===== src/rtl/connect_column_ctrl.sv =====
// rtl/connect_column_ctrl.sv - column cursor, fill heights and turn control for the board game
// Optional CURSOR_SKIP_FULL_EN: right/left jump to the nearest non-full column.
module connect_column_ctrl #(
  parameter  int COLS    = 7,
  parameter  int ROWS    = 6,
  parameter  int PLAYERS = 2,
  localparam int CW      = $clog2(COLS),
  localparam int HW      = $clog2(ROWS + 1),
  localparam int RW      = (ROWS > 2) ? $clog2(ROWS) : 1,
  localparam int PW      = (PLAYERS > 2) ? $clog2(PLAYERS) : 1
) (
  input  logic          clk,
  input  logic          rst,
  input  logic          clear,
  input  logic          put,
  input  logic          right,
  input  logic          left,
  input  logic          game_over,
  output logic [CW-1:0] cursor,
  output logic [PW-1:0] turn,
  output logic          drop_valid,
  output logic [CW-1:0] drop_col,
  output logic [RW-1:0] drop_row,
  output logic [PW-1:0] drop_player,
  output logic          invalid_move,
  output logic          board_full
);

  logic [HW-1:0] r_h [COLS];
  logic [CW-1:0] r_cursor;
  logic [PW-1:0] r_turn;
  logic          r_drop_valid;
  logic [CW-1:0] r_drop_col;
  logic [RW-1:0] r_drop_row;
  logic [PW-1:0] r_drop_player;
  logic          r_invalid;

  logic [CW-1:0] w_right_col;
  logic [CW-1:0] w_left_col;
  logic          w_full;
  logic          w_col_full;

  assign w_col_full = (r_h[r_cursor] == HW'(ROWS));

  always_comb begin
    w_full = 1'b1;
    for (int c = 0; c < COLS; c++) begin
      if (r_h[c] != HW'(ROWS)) w_full = 1'b0;
    end
  end

`ifdef CURSOR_SKIP_FULL_EN
  // Scan outward from the cursor; if nothing qualifies the cursor stays where it is.
  always_comb begin : p_search
    int   ir;
    int   il;
    logic w_rfound;
    logic w_lfound;
    ir          = 0;
    il          = 0;
    w_rfound    = 1'b0;
    w_lfound    = 1'b0;
    w_right_col = r_cursor;
    w_left_col  = r_cursor;
    for (int k = 1; k < COLS; k++) begin
      ir = int'(r_cursor) + k;
      if (ir >= COLS) ir = ir - COLS;
      il = int'(r_cursor) - k;
      if (il < 0) il = il + COLS;
      if (!w_rfound && (r_h[CW'(ir)] != HW'(ROWS))) begin
        w_right_col = CW'(ir);
        w_rfound    = 1'b1;
      end
      if (!w_lfound && (r_h[CW'(il)] != HW'(ROWS))) begin
        w_left_col = CW'(il);
        w_lfound   = 1'b1;
      end
    end
  end
`else
  assign w_right_col = (r_cursor == CW'(COLS - 1)) ? '0 : r_cursor + CW'(1);
  assign w_left_col  = (r_cursor == '0) ? CW'(COLS - 1) : r_cursor - CW'(1);
`endif

  always_ff @(posedge clk or negedge rst) begin
    if (!rst) begin
      for (int c = 0; c < COLS; c++) r_h[c] <= '0;
      r_cursor      <= '0;
      r_turn        <= '0;
      r_drop_valid  <= 1'b0;
      r_drop_col    <= '0;
      r_drop_row    <= '0;
      r_drop_player <= '0;
      r_invalid     <= 1'b0;
    end else begin
      r_drop_valid <= 1'b0;
      r_invalid    <= 1'b0;
      if (clear) begin
        for (int c = 0; c < COLS; c++) r_h[c] <= '0;
        r_cursor <= '0;
        r_turn   <= '0;
      end else if (put) begin
        if (!game_over) begin
          if (w_col_full) begin
            r_invalid <= 1'b1;
          end else begin
            r_drop_valid      <= 1'b1;
            r_drop_col        <= r_cursor;
            r_drop_row        <= RW'(r_h[r_cursor]);
            r_drop_player     <= r_turn;
            r_h[r_cursor]     <= r_h[r_cursor] + HW'(1);
            r_turn            <= (r_turn == PW'(PLAYERS - 1)) ? '0 : r_turn + PW'(1);
          end
        end
      end else if (right && !left) begin
        r_cursor <= w_right_col;
      end else if (left && !right) begin
        r_cursor <= w_left_col;
      end
    end
  end

  assign cursor       = r_cursor;
  assign turn         = r_turn;
  assign drop_valid   = r_drop_valid;
  assign drop_col     = r_drop_col;
  assign drop_row     = r_drop_row;
  assign drop_player  = r_drop_player;
  assign invalid_move = r_invalid;
  assign board_full   = w_full;

endmodule


===== config.mk =====
export PLATFORM = sky130hd
export DESIGN_NAME = connect_column_ctrl
export DESIGN_NICKNAME = d
export VERILOG_FILES = /design/src/rtl/connect_column_ctrl.sv
export SDC_FILE = /design/constraint.sdc
export NUM_CORES = 1
export LEC_CHECK = 0
export ABC_AREA = 0
export CAP_MARGIN = 10
export CORE_UTILIZATION = 38
export CTS_BUF_LIST = sky130_fd_sc_hd__clkbuf_16
export CTS_CLUSTER_SIZE = 10
export DETAILED_ROUTE_END_ITERATION = 10
export PLACE_DENSITY = 0.61
export SLEW_MARGIN = 20
export SYNTH_ARGS = -nofsm -noshare
export SYNTH_HDL_FRONTEND = slang
export SYNTH_SLANG_ARGS = --single-unit

===== constraint.sdc =====
create_clock -name clk -period 4.35 [get_ports clk]
set_clock_uncertainty 0.2 [all_clocks]
set_input_delay 0.87 -clock clk [delete_from_list [all_inputs] [get_ports clk]]
set_output_delay 0.87 -clock clk [all_outputs]
set_load 0.03 [all_outputs]

==> impl.org, run 1 <==
** Critical path
- For the worst flop-to-flop path, the logic depth is 6.
- Critical path data required time :: 3280 ps
- Setup slack on the worst reg-to-reg path comes out at 1150 ps.
- Type of the setup path with the least slack :: flip-flop to output port
- The slowest stage of the critical path belongs to the cell clkdlybuf4s50_1.
- For this run, the slowest stage of the critical path takes 730 ps.
- Cell seen most often among critical-path stages :: nor4_1
- Of all nets on the critical path, the largest fanout is 3.
- Endpoint arrival time on the critical path :: approximately 2200 ps
- The number of buffers and inverters on the critical path is 1.
- Broken down by cell family, the worst path's largest delay share belongs to simple AND/OR/NAND/NOR gates.
- In this run the critical register-to-register path is launched from cursor[2].
- The worst setup path is captured at an output port.
- In this run the critical register-to-register path is captured at r_h[14].
- The worst setup path is launched from a flip-flop.
- List of cells traversed by the critical path :: nor4_1, nand4b_1, nor4_1, clkdlybuf4s50_1

** Hold path
- Tightest Hold Check Type :: flip-flop to flip-flop
- The startpoint identified for the worst hold timing path is drop_col[2].
- Hold Path Sink :: drop_col[2]
- Hold Path Depth :: 1

** Floorplanning
- Row generation in the floorplan step produced 26 rows.
- Measured along the x axis, the die boundary spans around 75 microns.
- For this configuration, the core starts out at a cell density of 0.397.
- For this design the top-level I/O count stands at 21.
- The die covers ~0.0056 sq mm.
- Core area :: roughly 0.0051 sq mm
- The floorplan step set the die height to 75.0 microns.

** Yosys
- Area leader, netlist :: dfrtp_1
- Dominant combinational cell family by area after synthesis :: compound AO/OA/AOI/OAI gates
- Number of enable flip-flop cells after synthesis :: 0
- The mapped netlist covers between 0.002 and 0.0025 sq mm.
- For this run, the register share of the synthesized area comes to 0.420.
- Net count after synthesis :: 201
- After synthesis the netlist holds a flip-flop and latch count of 34.
- Share of cell area taken by muxes after synthesis :: 0.0914
- For this run, the leading register cell type out of synthesis is dfrtp_1.
- Of all flip-flops after synthesis, the portion carrying an async set or reset was 1.00.
- Adder-cell share of the synthesized area :: 0.0432
- Counting distinct cell types in the post-synthesis netlist gives 46.
- Ys Warns :: 0
- Of the post-synthesis cell area, the dominant cell type holds 0.420.
- Synthesis produced 187 cells.
- Mean Syn Cell Area :: approximately 11 sq um
- The fraction of the mapped netlist area in compound gates was 0.246.
- Fraction of synthesized cell area in xor and xnor cells :: 0.00865
- Share of synthesized cell area in and, or, nand and nor gates :: 0.146
- Synth top area cells :: dfrtp_1 42%, ha_1 4.3%, a2111oi_4 4.1%

** Clocking
- CTS H-tree depth :: 2
- The clock passes through at most 2 buffers.
- Hold buffer count at CTS :: 0
- Total number of clock tree sinks :: 34
- Root Buffer Master :: clkbuf_16
- Number of buffers inserted during clock tree synthesis :: 5
- In this run, post-CTS repair resized a total of 0 instances.
- Clock-pin slew was measured on the worst setup and hold paths at 50 ps.
- Number of setup buffers added after CTS :: 0
- The clock reaches the later pin of the worst-skew pair after 280 ps.
- Clock tree from TritonCTS :: done

** Run
- Maximum Capacitance Violations :: 0

** Placed design
- Before CTS, the worst setup slack after placement is 1230 ps.
- At the end of routability-driven placement, the weighted congestion stood at 0.824.
- Dpl hpwl :: 3360 microns
- Port buffering added 20 buffers.

** Timing
- Setup violations remaining at the end of the flow were counted as 0.
- Timing would allow up to 308 MHz.
- Least-Margin Pin Slew :: approximately 690 ps
- Final Hold Violating Endpoints :: 0
- Setup repair after global routing left no endpoint under its margin.
- Clock period minus worst slack :: 3250 ps
- Period Utilization, post-route :: 0.747
- Headroom to the max-slew limit came out at 0.542.
- The worst path meets setup with 1100 ps of slack.
- Worst hold margin :: 294 ps
- Sum of negative setup slack :: 0 ps
- Final max-slew violation count :: 0

** Pwr
- Across the VDD grid, the largest voltage drop is 223 uV.
- Pwr/cell area :: 383 mW/mm^2
- The analysis attributes to cell leakage a power of 0.955 nW.

** Routing
- In the final routed layout, each cell accounts on average for between 15 and 20 microns.
- In this run the remaining antenna-violating nets after routing total 0.
- In this run, the number of DRC markers left after iteration 0 of detailed routing was 86.
- Dividing the detail-routed via count by the number of cells gives 5.64.
- Wire length after detailed routing :: 4910 microns
- For this run, design rule violations remaining after detail routing come to 0.
- The first TritonRoute pass finished after 4 iterations.
- Summing over every cut layer, the via total after detailed routing is roughly 1600.

** Final layout
- The library cell used most frequently in the layout, excluding fill and tap cells, is dfrtp_1.
- Highest-count cells in the layout ignoring fill and taps :: 34 x dfrtp_1, 21 x nor2_1, 20 x clkdlybuf4s50_1
- Layout net count :: 223
- Area added between synthesis and finish :: 21.2%
- 0 antenna diodes ended up in the layout.
- In the final layout, the share of cells above drive strength 1 is 0.138.

** Global route
- The via count of the first global-routing pass was roughly 1500.
- Wire length of the first global-routing pass :: around 8000 microns
- Entering global routing, the biggest net connects 35 pins.
- For this run the aggregate overflow at the end of global routing stands at 0.
- Overall global routing resource usage :: 0.201
- Initial antenna violation count :: 0

** Status
- Result of the run :: finished, final reports clean
[layout make-up]
type | count | area (sq um)
Clock buffer | 5 | 125
Clock inverter | 3 | 40.0
Fill cell | 489 | 2650
Inverter | 6 | 22.5
Multi-Input combinational cell | 136 | 1080
Sequential cell | 34 | 851
Tap cell | 70 | 87.6
Timing Repair Buffer | 26 | 245
[cell usage after synthesis, drive strengths merged (3+ instances only)]
master / instances
nand2b: 4
a311oi: 4
nor2b: 4
a21oi: 13
o21ai: 8
a2111oi: 3
ha: 7
inv: 6
nand4: 3
clkbuf: 3
a31oi: 5
nor3b: 3
mux2: 7
dfrtp: 34
mux2i: 5
a32o: 5
nand3: 4
a211oi: 8
nor2: 21
buf: 8
nand2: 10
[power by group]
| group | switching (mW) | internal [mW] |
|---|---|---|
| Sequential | 0.0125 | 0.334 |
| Clock | 0.134 | 0.268 |
| Combinational | 0.120 | 0.0724 |
[worst max-delay path by stage]
stage / from / end / slack (ps) / cells past startpoint
4_1_cts: r_h[18] / board_full / 1090 / 4
5_1_grt: r_h[18] / board_full / 930 / 4
3_3_place_gp: put / r_h[2] / 1230 / 6
3_5_place_dp: cursor[2] / r_h[14] / 1230 / 6
6_report: r_h[18] / board_full / 1100 / 4
2_1_floorplan: cursor[1] / r_h[14] / 1120 / 10
[per-stage QoR]
| stage | utilization | cell area, sq um | cells | total power [mW] |
|---|---|---|---|---|
| 2_1_floorplan | - | 2030 | 187 | 0.479 |
| 3_3_place_gp | 0.448 | 2290 | 272 | 0.544 |
| 3_5_place_dp | 0.448 | 2290 | 272 | 0.543 |
| 4_1_cts | 0.481 | 2450 | 280 | 0.947 |
| 5_1_grt | 0.481 | 2450 | 280 | 0.976 |
| 6_report | 0.481 | 2450 | 280 | 0.940 |
[per-layer routing]
layer,track usage,vias to the layer above,part of all wire
met5,0,-,0
met3,0.0495,9,0.062
li1,-,749,-
met4,0.0797,0,0.018
met2,0.300,57,0.44
met1,0.282,763,0.48
[worst reg2reg max path, stage by stage, from the launching register on]
cell and delay [ps]:
dfrtp_1 620, mux4_2 610, o21ai_1 220, ha_1 640
nand3_1 310, a31oi_1 370, a32o_1 170
[flip-flops by register name, indices dropped and copies added (netlist names)]
| name | count |
|---|---|
| turn | 1 |
| drop_valid | 1 |
| drop_player | 1 |
| invalid_move | 1 |
| cursor | 3 |
| drop_col | 3 |
| drop_row | 3 |
| r_h | 21 |
[logic make-up after synthesis]
logic type / count (synthesis)
AO/OA/AOI/OAI: 55
AND/OR/NAND/NOR: 58
XOR/XNOR: 2
multiplexers: 14
adder cells (fa/ha/maj): 7
flip-flops: 34
buffers and inverters: 17
(Power assumes the default switching activity.)
==> inputs of run 2 (changes only) <==
clock period = 3.1 ns   (was 4.35 ns; I/O delays follow)
==> impl.org, run 2 (synthesis results as in run 1) <==
** Critical path
- Buffer and inverter count on the worst path :: 1 (unchanged)
- Dominant delay contributor by cell family on the critical path :: multiplexers
- Endpoint arrival time on the critical path :: 2730 ps (+550 ps)
- Type of the setup path with the least slack :: flip-flop to flip-flop
- The worst setup path is captured at a flip-flop.
- The largest fanout of any net on the critical path came to 10 (+7).
- Max stage delay cell, worst path :: mux4_1
- The critical path's largest stage delay came to 570 ps (-160 ps).
- List of cells traversed by the critical path :: mux4_1, nand2_1, o21ai_0, ha_1, buf_4, a31oi_4, mux2_2
- STA classifies the critical path startpoint as a flip-flop.
- The endpoint required time on the critical path was 3070 ps (-210 ps).

** Final layout
- The flip-flop count of the largest register after layout came to 21 (unchanged).
- Counting flops per register, the top entry is r_h.
- Layout net count :: 230 (+3.1%)
- Diode insertion count for antenna repair :: 0 (unchanged)
- Final Core Density :: 0.487 (+0.00612)
- Highest-count cells in the layout ignoring fill and taps :: 34 x dfrtp_1, 21 x nor2_1, 19 x clkdlybuf4s50_1
- Leaving out fill and tap cells, the most frequent cell in the layout is dfrtp_1.
- Ratio of cells with drive above 1 in the final layout :: 0.161 (+0.0232)
- Area added between synthesis and finish :: 22.7%
- Fill cells :: 463 (-5.3%)

** Placed design
- Buffers added on ports :: 20 (unchanged)
- The total half-perimeter wirelength after legalization and detailed placement is 3450 microns (+2.9%).
- Placer congestion estimate :: 0.877 (+6.4%)

** Clocking
- The number of gates resized after CTS was 0 (unchanged).
- In this run the clock root is driven by a clkbuf_16.
- TritonCTS built the clock tree.
- The total setup buffers inserted after CTS is 0 (unchanged).
- Number of buffers inserted during clock tree synthesis :: 5 (unchanged)
- Total number of clock tree sinks :: 34 (unchanged)
- CTS H-tree depth :: 2 (unchanged)
- The number of hold-repair buffers added at the cts stage came to 0 (unchanged).
- The insertion delay to the later sink of the worst-skew pair is 280 ps (about the same).
- Longest Clk Path Bufs :: 2 (unchanged)
- The clock-pin transition on the worst setup and hold timing paths was 60 ps (about the same).

** Floorplanning
- Initial Utilization :: 0.397 (unchanged)
- The full die area came to 0.00563 sq mm (unchanged).
- Core area :: 0.00511 sq mm (unchanged)
- The die extent in y was 75.0 microns (unchanged).
- Boundary Pins :: 21 (unchanged)
- Number of standard-cell rows in the floorplan :: 26 (unchanged)
- Overall die width :: 75.0 microns (unchanged)

** Routing
- Wire length after detailed routing :: 4840 microns (-1.4%)
- Iteration-0 DRC count of the detailed router :: 162 (+88%)
- The mean number of vias per cell is 5.52 (-2.1%).
- Number of vias after detailed routing :: 1583 (+0.32%)
- Number of routed nets with antenna violations :: 0 (unchanged)
- Average wire length per cell after detail routing :: 16.9 microns (-3.8%)
- Detailed-router iteration count before antenna repair :: 5 (+1)
- Number of remaining DRC errors :: 0 (unchanged)

** Global route
- The aggregate global routing overflow was 0 (unchanged).
- Initial antenna violation count :: 0 (unchanged)
- The largest net degree at the start of global routing is 35 (unchanged).
- The global-route wire length before repair is 7950 microns (-2.3%).
- Overall global routing resource usage :: 0.195 (-0.00633)
- The via count of the first global-routing pass is 1453 (-4.3%).

** Timing
- Period Utilization, post-route :: 0.891
- The worst path needs 2760 ps of the cycle, external delays included.
- Final Hold Violating Endpoints :: 0 (unchanged)
- Sum of negative setup slack :: 0 ps (unchanged)
- The final-report setup violation count came to 0 (unchanged).
- Based on the critical path, the design can be clocked at up to 362 MHz.
- Setup repair after global routing left no endpoint under its margin.
- The slew at the pin closest to its max-slew limit came to 601 ps (-85.9 ps).
- Final max-slew violation count :: 0 (unchanged)
- The relative slew slack is 0.599 (+0.0572).

** Pwr
- Sequential fraction of design power :: 0.393 (+0.025)
- Clock network fraction of design power :: 0.387 (-0.040)
- The maximum VDD drop was 342 uV (+53%).
- Pwr/cell area :: 499 mW/mm^2 (+30%)
- The power spent charging and discharging nets was 0.373 mW (+40%).
- Combinational share of power :: 0.220 (+0.016)
- The leakage power summed over all cells was 0.995 nW (+4.2%).
- The cell-internal power is 0.869 mW (+29%).
- The proportion of total power due to net switching is 0.300 (+0.0172).

** Status
- The run finished with clean final reports.

** Hold path
- The path class of the tightest hold or removal check is flip-flop to flip-flop.

** Run
- Maximum Capacitance Violations :: 0 (unchanged)
run 2: cell count changes in the layout (fill, tap and decap cells not counted):
cell and delta:
buf_4 +7, bufinv_16 -1, clkdlybuf4s50_1 -1, clkinv_1 +1
clkinv_2 -1, clkinvlp_4 +1, dlymetal6s2s_1 +1
run 2: power groups by stage:
| stage | Clock [mW] | Combinational, mW | Sequential (mW) |
|---|---|---|---|
| floorplan | 0 | 0.144 | 0.528 |
| global placement | 0 | 0.274 | 0.496 |
| detailed placement | 0 | 0.273 | 0.496 |
| CTS | 0.490 | 0.275 | 0.488 |
| global route | 0.508 | 0.294 | 0.491 |
| finish | 0.480 | 0.274 | 0.488 |
run 2: final cells by class:
cell class | instances | area, sq um | share of cell area
multi-input combinational | 136 | 1080 | 0.436
sequential | 34 | 851 | 0.342
timing repair buffer | 33 | 300 | 0.121
clock buffer | 5 | 125 | 0.0503
tap | 70 | 87.6 | 0.0352
inverter | 6 | 22.5 | 0.00906
clock inverter | 3 | 16.3 | 0.00654
run 2: worst paths after layout:
check,from,end,slack (ps),depth (start not counted)
max,cursor[1],drop_col[1],340,7
min,drop_col[0],drop_col[0],290,1
max reg2reg,cursor[1],drop_col[1],340,7
min reg2reg,drop_col[0],drop_col[0],290,1
max in group asynchronous,rst,r_h[11],1820,2
min in group asynchronous,rst,cursor[1],550,2
run 2: routing by layer:
metal | part of all wire | global-route usage | vias up
li1 | - | - | 761
met1 | 0.48 | 0.286 | 771
met2 | 0.46 | 0.281 | 43
met3 | 0.044 | 0.0522 | 8
met4 | 0.014 | 0.0587 | 0
met5 | 0 | 0 | -
run 2: through the flow:
stage	total power [mW]	area, sq um	hold slack (ps)	setup WS, ps	cells
2_1_floorplan	0.672	2030	124	108	187
3_3_place_gp	0.770	2340	273	310	279
3_5_place_dp	0.769	2340	283	269	279
4_1_cts	1.25	2480	296	81.9	287
5_1_grt	1.29	2490	302	203	287
6_report	1.24	2490	287	336	287
run 2: worst register-to-register path, stage by stage, from the launching register on:
cell and delay, ps:
dfrtp_1 480, mux4_1 580, nand2_1 70, o21ai_0 150, ha_1 240, buf_4 190
a31oi_4 360, mux2_2 380
==> inputs of run 3 (changes only) <==
CORE_MARGIN = 2   (was unset)
==> impl.org, run 3 (synthesis results as in run 1) <==
** Critical path
- Buffer and inverter count on the worst path :: 2 (+1)
- Critical Path Source Type :: flip-flop
- The worst endpoint data arrival time is 2810 ps (+80 ps).
- The flop-to-flop setup slack was 260 ps (-80 ps).
- Type of element capturing the critical path :: flip-flop
- List of cells traversed by the critical path :: buf_4, nand2b_1, o221ai_1, o21ai_1, ha_1, buf_4, a2111oi_4, nor2_1, a32o_1
- Cell seen most often among critical-path stages :: buf_4
- Worst flop-to-flop path endpoint :: r_h[18]
- Dominant delay contributor by cell family on the critical path :: compound AO/OA/AOI/OAI gates
- Critical path data required time :: 3070 ps (about the same)
- The worst register-to-register path begins at cursor[2].
- The number of cells on the worst reg-to-reg path came to 9 (+2).
- The critical path's largest stage delay is 540 ps (-30 ps).
- The slowest stage of the critical path belongs to the cell dfrtp_1.
- The largest fanout of any net on the critical path came to 11 (+1).
- Type of the setup path with the least slack :: flip-flop to flip-flop

** Final layout
- The library cell used most frequently in the layout, excluding fill and tap cells, is dfrtp_1.
- The register with the most flip-flops in the final layout is r_h.
- The flip-flop count of the largest register after layout came to 21 (unchanged).
- Final Core Density :: 0.492 (+0.00544)
- The count of nets after finishing is 233 (+1.3%).
- The library cells used most frequently in the layout, excluding fill and tap cells, are 34 x dfrtp_1, 21 x nor2_1, 19 x clkdlybuf4s50_1.
- The share of cells above drive strength 1 is 0.168 (+0.00689).
- Area added between synthesis and finish :: 24.9%
- The number of antenna diodes was 0 (unchanged).

** Global route
- The largest net degree at the start of global routing was 35 (unchanged).
- Met3 Resource Use GR :: 0.0412 (-0.0110)
- Wire length of the first global-routing pass :: 8470 microns (+6.6%)
- Number of global-route vias before repair :: 1618 (+11%)
- The global routing stage identified its most utilized layer as met2.
- The overall track demand over capacity in global routing came to 0.183 (-0.0122).
- Met1 Track Usage GR :: 0.266 (-0.0199)
- The fraction of met2 tracks used by global routing came to 0.272 (-0.00935).
- The initial antenna violation count is 0 (unchanged).
- The aggregate global routing overflow is 0 (unchanged).

** Routing
- The DRC violation count after routing is 0 (unchanged).
- The DRC violation total after the first TritonRoute iteration is 108 (-33%).
- Average wire length per cell after detail routing :: 17.4 microns (+3.1%)
- Wire length after detailed routing :: 5050 microns (+4.2%)
- The total vias in the final route is 1582 (-0.063%).
- Detailed-router iteration count before antenna repair :: 4 (-1)
- The mean number of vias per cell is 5.46 (-1.1%).
- Number of routed nets with antenna violations :: 0 (unchanged)

** Status
- Result of the run :: finished, final reports clean

** Floorplanning
- The x dimension of the die is 77.0 microns (+2.7%).
- The die extent in y came to 77.0 microns (+2.7%).
- The number of placement rows came to 26 (unchanged).
- Initial Utilization :: 0.394 (-0.00251)
- Die Footprint :: 0.00593 sq mm (+5.4%)
- The core area is 0.00514 sq mm (+0.64%).
- Boundary Pins :: 21 (unchanged)

** Pwr
- The post-route total power was 1.33 mW (+6.9%).
- The power density relative to cell area came to 525 mW/mm^2 (+5.1%).
- The maximum VDD drop is 234 uV (-32%).
- The leakage power summed over all cells was 1.03 nW (+3.3%).

** Clocking
- Worst skew pair latency :: 280 ps (about the same)
- Longest Clk Path Bufs :: 2 (unchanged)
- Number of buffers inserted during clock tree synthesis :: 5 (unchanged)
- Post-cts repair resize count :: 0 (unchanged)
- Hold buffer count at CTS :: 0 (unchanged)
- Root Buffer Master :: clkbuf_16
- Clock tree from TritonCTS :: done
- Number of setup buffers added after CTS :: 0 (unchanged)
- The clock-pin transition on the worst setup and hold timing paths came to 50 ps (about the same).
- The number of clock sinks seen by CTS is 34 (unchanged).
- CTS H-tree depth :: 2 (unchanged)

** Hold path
- In this run the worst hold path is classified as flip-flop to flip-flop.
- In this run the most critical hold path is launched from drop_col[0].
- Hold Path Depth :: 1 (unchanged)
- Hold Path Sink :: drop_col[0]

** Timing
- Final max-slew violation count :: 0 (unchanged)
- The top achievable clock speed came to 352 MHz (-2.7%).
- The final clock period utilization by the worst path is 0.916 (+0.0247).
- Clock period minus worst slack :: 2840 ps (+76.5 ps)
- Sum of negative setup slack :: 0 ps (unchanged)
- Unrepaired setup endpoints after global routing :: false
- The final-report setup violation count was 0 (unchanged).
- The number of hold-slack violations in the final timing report is 0 (unchanged).
- Relative slew slack :: 0.620 (+0.0209)
- Least-Margin Pin Slew :: 570 ps (-31.3 ps)

** Placed design
- The final weighted congestion in routability-driven placement came to 0.870 (-0.75%).
- The count of input and output buffers is 20 (unchanged).
- The total half-perimeter wirelength after legalization and detailed placement was 3590 microns (+4.1%).

** Run
- The number of max-cap violations came to 0 (unchanged).
[run 3: per-layer routing]
metal | wire (microns) | vias up
met4 | 56 | 0
met5 | 0 | -
met3 | 253 | 6
li1 | - | 767
met1 | 2490 | 766
met2 | 2250 | 43
[run 3: metrics by stage]
stage	std cells	hold slack (ps)	setup slack (ps)	cell area [sq um]
floorplan	187	124	108	2030
global placement	282	276	348	2360
detailed placement	282	279	310	2360
CTS	290	291	147	2530
global route	290	309	84.9	2530
finish	290	286	260	2530
[run 3: worst max-delay path by stage]
stage	start	to	slack (ps)	depth (start not counted)
2_1_floorplan	cursor[1]	r_h[14]	110	10
3_3_place_gp	put	r_h[17]	350	6
3_5_place_dp	put	r_h[17]	310	6
4_1_cts	r_h[15]	board_full	150	4
5_1_grt	cursor[2]	r_h[17]	80	9
6_report	cursor[2]	r_h[18]	260	9
[run 3: worst register-to-register path, cell delays in order (launching register included)]
cell and delay (ps):
dfrtp_1 540, buf_4 240, nand2b_1 170, o221ai_1 170, o21ai_1 110, ha_1 320, buf_4 220, a2111oi_4 450
nor2_1 100, a32o_1 220
[run 3: layout make-up]
cell class / instances / area (sq um)
clock buffer: 5 / 125
clock inverter: 3 / 37.5
fill: 500 / 2610
inverter: 6 / 22.5
multi-input combinational: 136 / 1080
sequential: 34 / 851
tap: 70 / 87.6
timing repair buffer: 36 / 323
[run 3: power by group]
part           internal, mW  total (mW)  switching [mW]  leakage [nW]
Combinational         0.111       0.280           0.169         0.476
Clock                 0.373       0.561           0.188        0.0864
Sequential            0.468       0.487          0.0186         0.466
